<file path="src/rtl/int_ctrl.sv">
// rtl/int_ctrl.sv - 8-input prioritized interrupt controller with Z80-style vectored acknowledge.
// Optional build macro INTC_EDGE_EN selects edge-latched pending bits instead of level mode.
module int_ctrl (
    input  logic       clk,
    input  logic       rst,
    input  logic [7:0] irq_in,
    input  logic       M1_L,
    input  logic       IORQ_L,
    input  logic       RD_L,
    input  logic       WR_L,
    input  logic [7:0] addr_bus,
    input  logic [7:0] data_in,
    output logic [7:0] data_out,
    output logic       data_oe,
    output logic       INT_L
);

    localparam logic [7:0] PORT_MASK = 8'hF0;
    localparam logic [7:0] PORT_BASE = 8'hF1;
    localparam logic [7:0] PORT_EOI  = 8'hF2;
    localparam logic [7:0] PORT_PEND = 8'hF3;

    typedef enum logic [1:0] {
        IDLE    = 2'd0,
        REQ     = 2'd1,
        ACK     = 2'd2,
        SERVICE = 2'd3
    } state_t;

    state_t     state;
    logic [7:0] mask;
    logic [3:0] base;
    logic [7:0] pend;
    logic [2:0] win;
    logic       int_l_q;
    logic       wr_seen;

    logic       io_wr;
    logic       io_rd;
    logic       wr_stb;
    logic       wr_mask;
    logic       wr_base;
    logic       wr_eoi;
    logic       ack_cyc;
    logic [7:0] active;
    logic [2:0] prio;

    assign io_wr   = !IORQ_L && !WR_L && M1_L;
    assign io_rd   = !IORQ_L && !RD_L && M1_L;
    assign ack_cyc = !M1_L && !IORQ_L;

    // A long write strobe spans several edges; only its first edge commits.
    assign wr_stb  = io_wr && !wr_seen;
    assign wr_mask = wr_stb && (addr_bus == PORT_MASK);
    assign wr_base = wr_stb && (addr_bus == PORT_BASE);
    assign wr_eoi  = wr_stb && (addr_bus == PORT_EOI);

    assign active = pend & mask;

    always_comb begin
        prio = 3'd0;
        for (int i = 7; i >= 0; i--) begin
            if (active[i]) begin
                prio = 3'(i);
            end
        end
    end

    always_ff @(posedge clk or posedge rst) begin
        if (rst) begin
            mask    <= 8'h00;
            base    <= 4'h0;
            wr_seen <= 1'b0;
        end else begin
            wr_seen <= io_wr;
            if (wr_mask) begin
                mask <= data_in;
            end
            if (wr_base) begin
                base <= data_in[7:4];
            end
        end
    end

`ifdef INTC_EDGE_EN
    logic [7:0] irq_r;
    logic [7:0] clr;

    // Set is OR-ed in after the clear so a fresh rising edge wins over the clear.
    assign clr = (state == ACK && IORQ_L) ? (8'h01 << win) : 8'h00;

    always_ff @(posedge clk or posedge rst) begin
        if (rst) begin
            irq_r <= 8'h00;
            pend  <= 8'h00;
        end else begin
            irq_r <= irq_in;
            pend  <= (pend & ~clr) | (irq_in & ~irq_r);
        end
    end
`else
    always_ff @(posedge clk or posedge rst) begin
        if (rst) begin
            pend <= 8'h00;
        end else begin
            pend <= irq_in;
        end
    end
`endif

    // WIN is taken from the registered PEND, so an irq_in change on the ack edge is not seen.
    always_ff @(posedge clk or posedge rst) begin
        if (rst) begin
            state   <= IDLE;
            win     <= 3'd0;
            int_l_q <= 1'b1;
        end else begin
            case (state)
                IDLE: begin
                    if (active != 8'h00) begin
                        state   <= REQ;
                        int_l_q <= 1'b0;
                    end
                end
                REQ: begin
                    if (active == 8'h00) begin
                        state   <= IDLE;
                        int_l_q <= 1'b1;
                    end else if (ack_cyc) begin
                        state   <= ACK;
                        win     <= prio;
                        int_l_q <= 1'b1;
                    end
                end
                ACK: begin
                    if (IORQ_L) begin
                        state <= SERVICE;
                    end
                end
                SERVICE: begin
                    if (wr_eoi) begin
                        state <= IDLE;
                    end
                end
                default: begin
                    state   <= IDLE;
                    int_l_q <= 1'b1;
                end
            endcase
        end
    end

    always_comb begin
        data_out = 8'h00;
        data_oe  = 1'b0;
        if (!rst) begin
            if (state == ACK && ack_cyc) begin
                data_oe  = 1'b1;
                data_out = {base, win, 1'b0};
            end else if (io_rd) begin
                case (addr_bus)
                    PORT_MASK: begin
                        data_oe  = 1'b1;
                        data_out = mask;
                    end
                    PORT_BASE: begin
                        data_oe  = 1'b1;
                        data_out = {base, 4'h0};
                    end
                    PORT_PEND: begin
                        data_oe  = 1'b1;
                        data_out = pend;
                    end
                    default: begin
                        data_oe  = 1'b0;
                        data_out = 8'h00;
                    end
                endcase
            end
        end
    end

    assign INT_L = int_l_q;

endmodule

</file>
<file path="config.mk">
export PLATFORM = sky130hd
export DESIGN_NAME = int_ctrl
export DESIGN_NICKNAME = d
export VERILOG_FILES = /design/src/rtl/int_ctrl.sv
export SDC_FILE = /design/constraint.sdc
export NUM_CORES = 1
export LEC_CHECK = 0
export ABC_CLOCK_PERIOD_IN_PS = 2100
export CORE_ASPECT_RATIO = 1.2
export CORE_MARGIN = 2
export CORE_UTILIZATION = 46
export DETAILED_ROUTE_END_ITERATION = 7
export HOLD_SLACK_MARGIN = 0.08
export MAX_ROUTING_LAYER = met4
export PLACE_DENSITY = 0.78
export SYNTH_ARGS = -nofsm -noshare
export SYNTH_HDL_FRONTEND = slang
export SYNTH_SLANG_ARGS = --single-unit
</file>
<file path="constraint.sdc">
create_clock -name clk -period 2.1 [get_ports clk]
set_input_delay 0.315 -clock clk [delete_from_list [all_inputs] [get_ports clk]]
set_output_delay 0.315 -clock clk [all_outputs]
set_load 0.02 [all_outputs]
</file>
==> run_results.csv <==
group,metric,value,unit
worst_setup_path,cp-endpoint,"data_out[6]",
timing,drv_slew,0,
clock_tree,clkTransAtPathRegs,0.13,ns
layout,fin_nets,220,
timing,min_period_over_period,106.3,%
yosys,synth_compound_area_share,17.68,%
global_route,antenna_found_initial,0,
worst_setup_path,r2r_slack,0.36,ns
global_route,grt_max_degree,28,
global_route,grt.overflow.total,0,
route,drt_pass1_iterations,4,
die,placementRows,21,
worst_setup_path,crit_fanout,5,
yosys,synth_mux_area_share,11.60,%
layout,area_growth,50.46,%
layout,final_cell_mix,"dfrtp_1, buf_4, clkdlybuf4s50_1",
yosys,synth-simple-area-share,19.80,%
die,initial_utilization,48.33,%
yosys,synth_largest_area_cell,"dfrtp_1",
die,die_w,53.62,um
yosys,synthFlopType,"dfrtp_1",
timing,tightest_slew,0.3842,ns
worst_setup_path,cp-start-kind,"primary input",
route,wl_per_cell,15.46,um
clock_tree,cts_max_level,1,
layout,antenna_cells,0,
yosys,synth_warnings,0,
clock_tree,numCtsBuffers,3,
die,coreArea,0.002811,mm^2
placed_design,globalplace.congestion,0.8528,
route,dr_wl_met2,1947,um
worst_setup_path,crit_start,"rst",
yosys,synth_seq_cells,27,
layout,layout-drive-gt1-share,39.15,%
placed_design,hpwl,2572,um
yosys,syn_inst,124,
worst_setup_path,arrival,1.92,ns
worst_setup_path,path_class,"primary input to output pin",
global_route,grt_pass1_vias,1365,
route,drc,0,
yosys,avgSynthCellArea,10.96,um^2
route,final_antenna_net_count,0,
yosys,synthesis.nets,154,
pwr,ir_drop,0.4229,mV
worst_setup_path,critical_path_required,1.78,ns
flow_run,max-cap-violations,0,
clock_tree,cts_tree,"yes",
yosys,ys_seq_area_share,49.82,%
pwr,power.leakage,0.0009345,uW
yosys,synth_top_area_share,47.88,%
global_route,grt_util_all_layers,22.83,%
clock_tree,cts_hold_buffers,0,
route,via_count,1261,
yosys,synth_top_family_by_area,"simple AND/OR/NAND/NOR gates",
timing,setup_viol,7,
timing,fin_crit,2.233,ns
route,avgViaCountPerCell,5.655,
timing,skew,0.007399,ns
clock_tree,root_buffer,"clkbuf_4",
placed_design,io_buffers,39,
yosys,async_flop_share,100.0,%
clock_tree,cts_sinks,27,
yosys,synthAdderAreaFrac,0,%
layout,postLayoutCellArea,0.002044,mm^2
route,dr_wl_met3,161,um
timing,max_slew_margin,74.02,%
clock_tree,clock_latency,0.33,ns
yosys,synth_enable_flop_cells,0,
timing,final.setup.worst_slack,-0.1331,ns
route,drt_iter0_drc,43,
yosys,netlist_top_cells_area,"dfrtp_1, mux2_2, a22oi_1",
route,wl_met1,1283,um
timing,tns,-0.6339,ns
yosys,yosysUniqueCellTypes,36,
clock_tree,cts-root-to-sink-buffers,2,
worst_setup_path,r2r_start,"wr_seen$_DFF_PP0_",
layout,final_util,72.72,%
placed_design,placed_cell_area,0.001938,mm^2
run_status,status,"finished, violations left",
worst_hold_path,hold_path.class,"primary input to asynchronous set/reset pin",
run_status,violations,"negative setup slack",
worst_setup_path,r2r_cells,4,
worst_setup_path,worstReg2RegEnd,"mask[4]$_DFFE_PP0P_",
die,die_y,63.54,um
timing,hold_viol_final,0,
die,die_area,0.003406,mm^2
worst_setup_path,cp-end-kind,"output pin",
yosys,synth-xor-area-share,0,%
timing,rsz0062_at_grt,"true",
die,io_pins,40,
timing,clock.fmax,447.8,MHz
route,topRoutingLayerUsed,"met4",
pwr,p_per_area,443.4,mW/mm^2
yosys,synthesis.area,0.001359,mm^2
global_route,grt_pass1_wl,5658,um
route,routed_wl,3447,um
==> sequential cells by signal, summed over array words and instances, names as in the netlist, named ones only <==
name and count:
INT_L 1, base 4, mask 8, pend 8
state 1, win 3, wr_seen 1
==> synth_stat cells, types with 2 or more instances <==
cell,n
a22oi_1,13
o21ai_0,6
nand2_1,14
nor2b_1,2
or4b_1,2
a21oi_1,3
mux2_2,14
nor2_1,9
nor3_1,3
dfrtp_1,26
nand2b_1,2
nand3_1,2
inv_1,3
a22o_1,3
==> worst max-delay path: stages <==
cell and delay (ns):
buf_6 0.09, or4b_4 0.52, or4_4 0.56, a211oi_2 0.17, a21o_1 0.13, buf_6 0.12
==> routing by layer <==
metal  vias up  track usage [%]
met5         -                -
met4         0            5.769
met3         8            4.028
met2        37            41.36
met1       620            24.80
li1        596                -
==> where the power goes <==
group | internal (uW) | total (uW) | switching, uW
combinational | 81.1 | 139 | 58.1
clock | 74.5 | 223 | 149
sequential | 533 | 544 | 10.8
total | 689 | 907 | 218
==> worst min-delay path by stage <==
stage	cells after the start	from	slack, ns	end
floorplan	0	irq_in[0]	0.35	pend[0]$_DFF_PP0_
detailed placement	1	base[1]$_DFFE_PP0P_	0.50	base[1]$_DFFE_PP0P_
global route	5	rst	0.33	mask[3]$_DFFE_PP0P_
finish	5	rst	0.31	base[3]$_DFFE_PP0P_
global placement	1	win[1]$_DFFE_PP0P_	0.49	win[1]$_DFFE_PP0P_
CTS	4	rst	0.20	wr_seen$_DFF_PP0_
==> cell type report <==
cell class / count / area [um^2]
timing repair buffer: 62 / 536.8
clock buffer: 4 / 26.28
fill: 190 / 767.0
multi-input combinational: 93 / 750.7
inverter: 3 / 11.26
sequential: 27 / 676.9
tap: 34 / 42.54
==> kinds of logic after synthesis <==
family	Yosys count
AND/OR/NAND/NOR	46
AO/OA/AOI/OAI	33
flip-flops	27
multiplexers	14
buffers and inverters	4
==> metrics by stage <==
step	cells	hold slack, ns	power, uW	worst slack [ns]
floorplan	124	0.3464	590.1	0.003769
global placement	214	0.4918	680.7	-0.8670
detailed placement	214	0.5007	685.9	-0.8929
CTS	221	0.1983	905.8	-0.2062
global route	223	0.3293	946.3	-0.1676
finish	223	0.3093	906.6	-0.1331
==> what timing repair did <==
action                                  in CTS  in global routing
pin swaps                                   11                  6
endpoints found under the setup margin       9                  9
setup buffers                                3                  2
gates resized for setup                     81                 12
Note: power is estimated with default switching activity, not from simulation.
